==> config.mk <==
export PLATFORM = sky130hd
export DESIGN_NAME = cpu_register_file_param
export DESIGN_NICKNAME = d
export VERILOG_FILES = /design/src/rtl/cpu_register_file_param.sv
export SDC_FILE = /design/constraint.sdc
export NUM_CORES = 1
export LEC_CHECK = 0
export CORE_MARGIN = 2
export CORE_UTILIZATION = 35
export DETAILED_ROUTE_END_ITERATION = 8
export GPL_TIMING_DRIVEN = 1
export PLACE_DENSITY_LB_ADDON = 0.3
export SLEW_MARGIN = 0
export SYNTH_ARGS = -nofsm -noshare
export SYNTH_HDL_FRONTEND = slang
export SYNTH_SLANG_ARGS = --single-unit
==> constraint.sdc <==
create_clock -name clk -period 4.23 [get_ports clk]
set_clock_uncertainty 0.1 [all_clocks]
set_input_delay 1.269 -clock clk [delete_from_list [all_inputs] [get_ports clk]]
set_output_delay 1.269 -clock clk [all_outputs]
set_load 0.005 [all_outputs]
==> src/rtl/cpu_register_file_param.sv <==
// cpu_register_file_param
// NUM_REGS x DATA_W register file with one write port and two asynchronous
// read ports. It also provides:
//   - optional write-to-read bypass
//   - a saturating loop counter at CNT_IDX
//   - a per-register busy scoreboard for RAM loads that are still in flight
module cpu_register_file_param #(
  parameter int DATA_W   = 8,
  parameter int NUM_REGS = 5,
  parameter int ACC_IDX  = 3,
  parameter int CNT_IDX  = 4,
  parameter bit BYPASS   = 1'b1,
  localparam int AW      = (NUM_REGS > 2) ? $clog2(NUM_REGS) : 1
) (
  input  logic              clk,
  input  logic              reset,
  input  logic              we,
  input  logic [AW-1:0]     wa,
  input  logic [DATA_W-1:0] wd,
  input  logic [AW-1:0]     ra,
  input  logic [AW-1:0]     rb,
  input  logic              cnt_dec,
  input  logic              mark_busy,
  input  logic [AW-1:0]     mark_wa,
  output logic [DATA_W-1:0] rda,
  output logic [DATA_W-1:0] rdb,
  output logic              busy_a,
  output logic              busy_b,
  output logic [DATA_W-1:0] out_acc,
  output logic [DATA_W-1:0] out_count,
  output logic              cnt_zero
);

  // One extra bit, so that NUM_REGS = 2**AW still fits for the range compare.
  localparam logic [AW:0] NR = (AW + 1)'(NUM_REGS);

  logic [DATA_W-1:0]   r_regs [NUM_REGS];
  logic [NUM_REGS-1:0] r_busy;

  logic w_wa_ok;
  logic w_ra_ok;
  logic w_rb_ok;
  logic w_mark_ok;
  logic w_wr_en;
  logic w_byp_a;
  logic w_byp_b;

  // Address range qualification. A write that is out of range is ignored.
  // A read that is out of range returns 0 and reports not busy.
  always_comb begin
    w_ra_ok   = ({1'b0, ra} < NR);
    w_wa_ok   = ({1'b0, wa} < NR);
    w_rb_ok   = ({1'b0, rb} < NR);
    w_mark_ok = ({1'b0, mark_wa} < NR);
    w_wr_en   = we && w_wa_ok;
  end

  // Register array and scoreboard update.
  // NOTE: sequential state uses non-blocking assignments only. This means
  // every branch below sees the pre-edge values of r_regs and r_busy.
  always_ff @(posedge clk) begin
    if (reset) begin
      // NOTE: the array is reset explicitly. Software relies on every
      // register, including the counter, reading 0 after reset. This keeps
      // it out of a plain RAM macro.
      for (int i = 0; i < NUM_REGS; i++) begin
        r_regs[i] <= '0;
      end
      r_busy <= '0;
    end else begin
      for (int i = 0; i < NUM_REGS; i++) begin
        // A write to the counter register takes priority over a decrement
        // on the same edge.
        if (w_wr_en && (wa == AW'(i))) begin
          r_regs[i] <= wd;
        end else if ((i == CNT_IDX) && cnt_dec && (r_regs[i] != '0)) begin
          r_regs[i] <= r_regs[i] - DATA_W'(1);
        end

        // When a new load is issued to a register, it supersedes a writeback
        // to that register on the same edge.
        if (mark_busy && w_mark_ok && (mark_wa == AW'(i))) begin
          r_busy[i] <= 1'b1;
        end else if (w_wr_en && (wa == AW'(i))) begin
          r_busy[i] <= 1'b0;
        end
      end
    end
  end

  // Asynchronous read ports, with the optional same-cycle write forwarding.
  always_comb begin
    w_byp_a = BYPASS && !reset && w_wr_en && (wa == ra);
    w_byp_b = BYPASS && !reset && w_wr_en && (wa == rb);

    rda = '0;
    if (w_byp_a) begin
      rda = wd;
    end else if (w_ra_ok) begin
      rda = r_regs[ra];
    end

    rdb = '0;
    if (w_byp_b) begin
      rdb = wd;
    end else if (w_rb_ok) begin
      rdb = r_regs[rb];
    end
  end

  // Busy flags, accumulator mirror and counter mirror. These come from
  // stored state only; bypass never applies to them.
  always_comb begin
    busy_a    = w_ra_ok && r_busy[ra];
    busy_b    = w_rb_ok && r_busy[rb];
    out_acc   = r_regs[ACC_IDX];
    out_count = r_regs[CNT_IDX];
    cnt_zero  = (r_regs[CNT_IDX] == '0);
  end

endmodule

Yosys cells after proc, flatten, opt, wreduce, memory -nomap -nowiden
Memories as Yosys holds them, arrays and structs flattened.
Cells that the tools add are included.
- add/sub/neg operators: 1
- order comparisons: 6
- eq/ne operators: 10
- mux-type cells: 45
- bitwise gates (word level): 6
- reduce and logical (&&, ||, !) cells: 28
- operators with widths (operator ; number):
    $mux 8 ; 10
    $mux 1 ; 33
    $logic_and 1x1->1 ; 18
    $eq 3x2->1 const B ; 4
    $lt 3x3->1 const B ; 4
    $reduce_bool 2->1 ; 5
    $logic_not 8->1 ; 1
    $lt 3x4->1 const B ; 2
    $reduce_bool 8->1 ; 1
    $sub 8x1->8 const B ; 1
    $bmux 1 s3 ; 2
    $eq 3x1->1 const B ; 2
    $eq 3x3->1 ; 2
    $eq 3x3->1 const B ; 2
    $logic_not 3->1 ; 2
    $or 1x1->1 ; 6
    $logic_not 1->1 ; 1
- register bits after elaboration: 5
- RAM bits: 40
- input bits: 25
- output and inout port bits: 35
- memories: 1
- memories (memory ; words ; bits a word ; rd ports ; clocked after memory_dff ; write ports ; RTL line ; RTL):
    r_regs ; 5 ; 8 ; 4 ; 0 ; 5 ; 37 ; logic [DATA_W-1:0] r_regs [NUM_REGS];

Depth between registers and ports, before layout
- word-level depth: 8
- gate-level depth with buffers: 7

Least setup slack after synthesis
Ideal clock, no wire load.
- kind: input -> output
- from: in wa[1]
- to: out rda[0]
- arrival time: 2.369 ns
- setup slack: 0.492 ns
- stages on the path: 6
- path through: buf_4 > o21ai_0 > and3b_1 > buf_2 > nand4_2 > mux2i_1
- word-level cells in the longest chain between the ends: 5
- elaborated cells on any way between the ends: 6
- RTL lines (item ; RTL line ; RTL):
    from (decl) ; 18 ; input logic [AW-1:0] wa,
    $lt 3x3->1 ; 52 ; w_wa_ok = ({1'b0, wa} < NR);
    $logic_and 1x1->1 ; 55 ; w_wr_en = we && w_wa_ok;
    $logic_and 1x1->1 ; 93 ; w_byp_a = BYPASS && !reset && w_wr_en && (wa == ra);
    $logic_and 1x1->1 (*) ; 93 ;
    $mux 8 (*) ; 97 ; if (w_byp_a) begin
    to (decl) ; 25 ; output logic [DATA_W-1:0] rda,
Every way passes the cells marked *; elsewhere a longest branch is shown, timed or not.

Final worst setup path
- from: in ra[0]
- to: out busy_a
- word-level cells in the longest chain between the ends: 3
- elaborated cells on any way between the ends: 4
- RTL lines (item ; RTL line ; RTL):
    from (decl) ; 20 ; input logic [AW-1:0] ra,
    $bmux 1 s3 ; 114 ; busy_a = w_ra_ok && r_busy[ra];
    $mux 1 (implied by the code) ; 114 ;
    $logic_and 1x1->1 (*) ; 114 ;
    to (decl) ; 27 ; output logic busy_a,
Every way passes the cells marked *; elsewhere a longest branch is shown, timed or not. The select of a mux whose other input is x is not followed.

==> impl_metrics.ini <==
[outcome]
status = finished clean

[layout]
post-route-cell-area_um2 = 3970
fin_nets = 375
layout.cells.most_common_list = sky130_fd_sc_hd__mux2i_1 (49), sky130_fd_sc_hd__buf_4 (40), sky130_fd_sc_hd__edfxtp_1 (40)
layout.area.seq_um2 = 1300
insertedDiodeCount = 0
fillers = 702
layout-drive-gt1-share = 0.223
multi_input_comb_area_um2 = 1390
area_growth_syn_to_layout_pct = 41.2
final_core_util = 0.511
layout.cells.most_common = sky130_fd_sc_hd__mux2i_1

[clock_tree]
cts_inserted_buffers = 5
clock_tree.buffer_depth = 2
cts_tree = yes
worstSkewPairLatency_ns = 0.30
cts.htree.levels = 2
cts.root.buffer_cell = sky130_fd_sc_hd__clkbuf_8
clock_slew_at_the_register_clock_pins_of_the_worst_setup_and_hold_paths_ns = 0.08
cts.sink_count = 45

[yosys]
flip_flop_and_latch_count_after_synthesis = 45
synth_sequential_area_ratio = 0.463
ys_dominant_reg_cell = sky130_fd_sc_hd__edfxtp_1
number_of_enable_flip_flop_cells_after_synthesis = 40
mappedNetlistNets = 275
ys_async_sr_fraction = 0
netlist-cell-type-count = 41
syn-cell-area_um2 = 2810
ys_warn_count = 0
synth_top_cells_by_area = sky130_fd_sc_hd__edfxtp_1 (43%), sky130_fd_sc_hd__mux2i_1 (17%), sky130_fd_sc_hd__dfxtp_1 (3.6%)
synth.largest_area_cell = sky130_fd_sc_hd__edfxtp_1
synth_top_cell_area_share = 0.427
synthesis.instances = 248
postSynthAreaPerCell_um2 = 11.3

[setup_path]
cp_data_required_time_ns = 2.86
worst_setup_path_startpoint = ra[0]
worstPathBufferInverterCount = 4
timing.critical_path.fanout_max = 7
worstPathCellList = clkdlybuf4s15_1, buf_4, mux4_2, inv_1, o21ai_0, clkdlybuf4s50_1
worst-endpoint-arrival_ns = 2.81
endpoint_kind = output port
cpLargestDelayFamily = buffers and inverters
timing.critical_path.slowest_cell_delay_ns = 0.49
path_class = primary input to output port
r2r_start = r_regs[4][0]
crit_path_start_kind = primary input
critical-path-slowest-cell = sky130_fd_sc_hd__mux4_2

[sta]
finalSetupViolCount = 0
timing_max_transition_violations_final = 0
fin_ws_ns = 0.0507
final.min_clock_period_ns = 4.18
min_period_over_period = 0.988
timing_worst_slew_pin_value_ns = 1.08
clock.fmax_mhz = 239
finalHoldViolCount = 0
fin_setup_tns_ns = 0
slew-limit-headroom = 0.272

[power_and_ir_drop]
vdd_ir_drop_max_v = 0.000124
power_leakage_uw = 0.00178
p_per_area_nw_per_um2 = 295

[min_path]
hp-start = r_busy[2]
timing.hold.worst.class = flip-flop to flip-flop

[place]
io_buffers = 59
gpl.final_weighted_congestion = 0.897
place_ws_ns = -0.374
cell_area_after_placement_um2 = 3690
hpwl_dp_mm = 5.71

[die]
die_w_um = 93.6
design.core.area_um2 = 7770
die_outline_area_um2 = 8770
design.portCount = 60
chipHeight_um = 93.6
start_util = 0.362
floorplan.rows = 32

[global_route]
overflow = 0
grt_start_max_net_pins = 16
grt_pass1_vias = 2398
antenna_found_initial = 0
global_route.usage.total = 0.188
global_route_wire_length_before_repair_mm = 12.3

[drt]
via_per_inst = 5.16
drt_iter0_markers = 99
routedWlPerCell_um = 17.4
ant_nets = 0
number_of_iterations_in_the_first_detailed_routing_pass = 4
postRouteWirelength_mm = 7.85
drc = 0
routed-via-count = 2329

[job]
drv.max_cap_violation_count = 0
[routing by layer]
layer,GRT usage,part of all wire,up-vias,routed length (µm)
met5,0,0,-,0
met4,0.0628,0.015,0,121
met3,0.0355,0.051,12,397
met2,0.321,0.50,70,3910
met1,0.240,0.44,1128,3420
li1,-,-,1119,-
[path summary, 6_finish.rpt]
check | end | slack [ns] | depth (start not counted)
min reg2reg | r_busy[2] | 0.38 | 2
max reg2reg | r_regs[4][7] | 1.86 | 5
min | r_busy[2] | 0.38 | 2
max | busy_a | 0.05 | 6
[timing repair]
action / CTS / global route
cloned: 1 / 0
pin swaps: 1 / 2
buffers inserted: 13 / 5
hold buffers: 0 / 0
resized for setup: 35 / 15
endpoints found under the setup margin: 18 / 10
[flip-flops by register name, indices dropped and copies added (netlist names)]
register and flops:
r_regs 40, r_busy 5
[metrics by stage]
step           power [µW]  instances  hold WS (ns)
4_1_cts              1170        446         0.388
2_1_floorplan         741        248         0.338
3_3_place_gp          903        424         0.359
5_1_grt              1230        451         0.411
6_report             1170        451         0.385
3_5_place_dp          908        424         0.371
[cells in the mapped netlist, types with 6 or more instances]
cell and n:
sky130_fd_sc_hd__mux2i_1 49, sky130_fd_sc_hd__edfxtp_1 40, sky130_fd_sc_hd__inv_1 16, sky130_fd_sc_hd__nor2_1 15, sky130_fd_sc_hd__a21oi_1 13, sky130_fd_sc_hd__o22ai_1 12, sky130_fd_sc_hd__xnor2_1 9, sky130_fd_sc_hd__nand2_1 8
sky130_fd_sc_hd__and2_1 7, sky130_fd_sc_hd__o21ai_0 7, sky130_fd_sc_hd__clkbuf_1 6, sky130_fd_sc_hd__mux2_4 6, sky130_fd_sc_hd__nand2b_1 6
[layout make-up]
class                   instances  share of cell area
multi-input cells             172               0.350
flip-flops and latches         45               0.328
repair buffers                108               0.253
well taps                     102              0.0321
clock buffers                   5              0.0173
inverters                      16              0.0151
clock inverters                 3             0.00535
[report_power, final]
part | internal, µW | switching, µW
clock network | 117 | 152
logic | 185 | 139
registers | 529 | 47.5
total | 831 | 339
[worst register-to-register path, stage by stage (launching register included)]
cell                       delay (ns)
sky130_fd_sc_hd__edfxtp_1        0.48
sky130_fd_sc_hd__inv_1           0.12
sky130_fd_sc_hd__ha_1            0.23
sky130_fd_sc_hd__nand2b_1        0.14
sky130_fd_sc_hd__nor3b_4         0.07
sky130_fd_sc_hd__o21ai_0         0.85
[kinds of logic (layout without fill, tap and decap cells)]
family | Yosys count | after routing | synth area share
adders and majority gates | 2 | 2 | 0.00890
DFF | 45 | 45 | 0.463
xor gates and xnor gates | 11 | 11 | 0.0343
and+or+nand+nor | 56 | 56 | 0.118
muxes | 57 | 57 | 0.222
buffers and inverters | 31 | 132 | 0.0503
AOI/OAI and AO/OA | 46 | 46 | 0.103
Note: power is estimated with default switching activity, not from simulation.
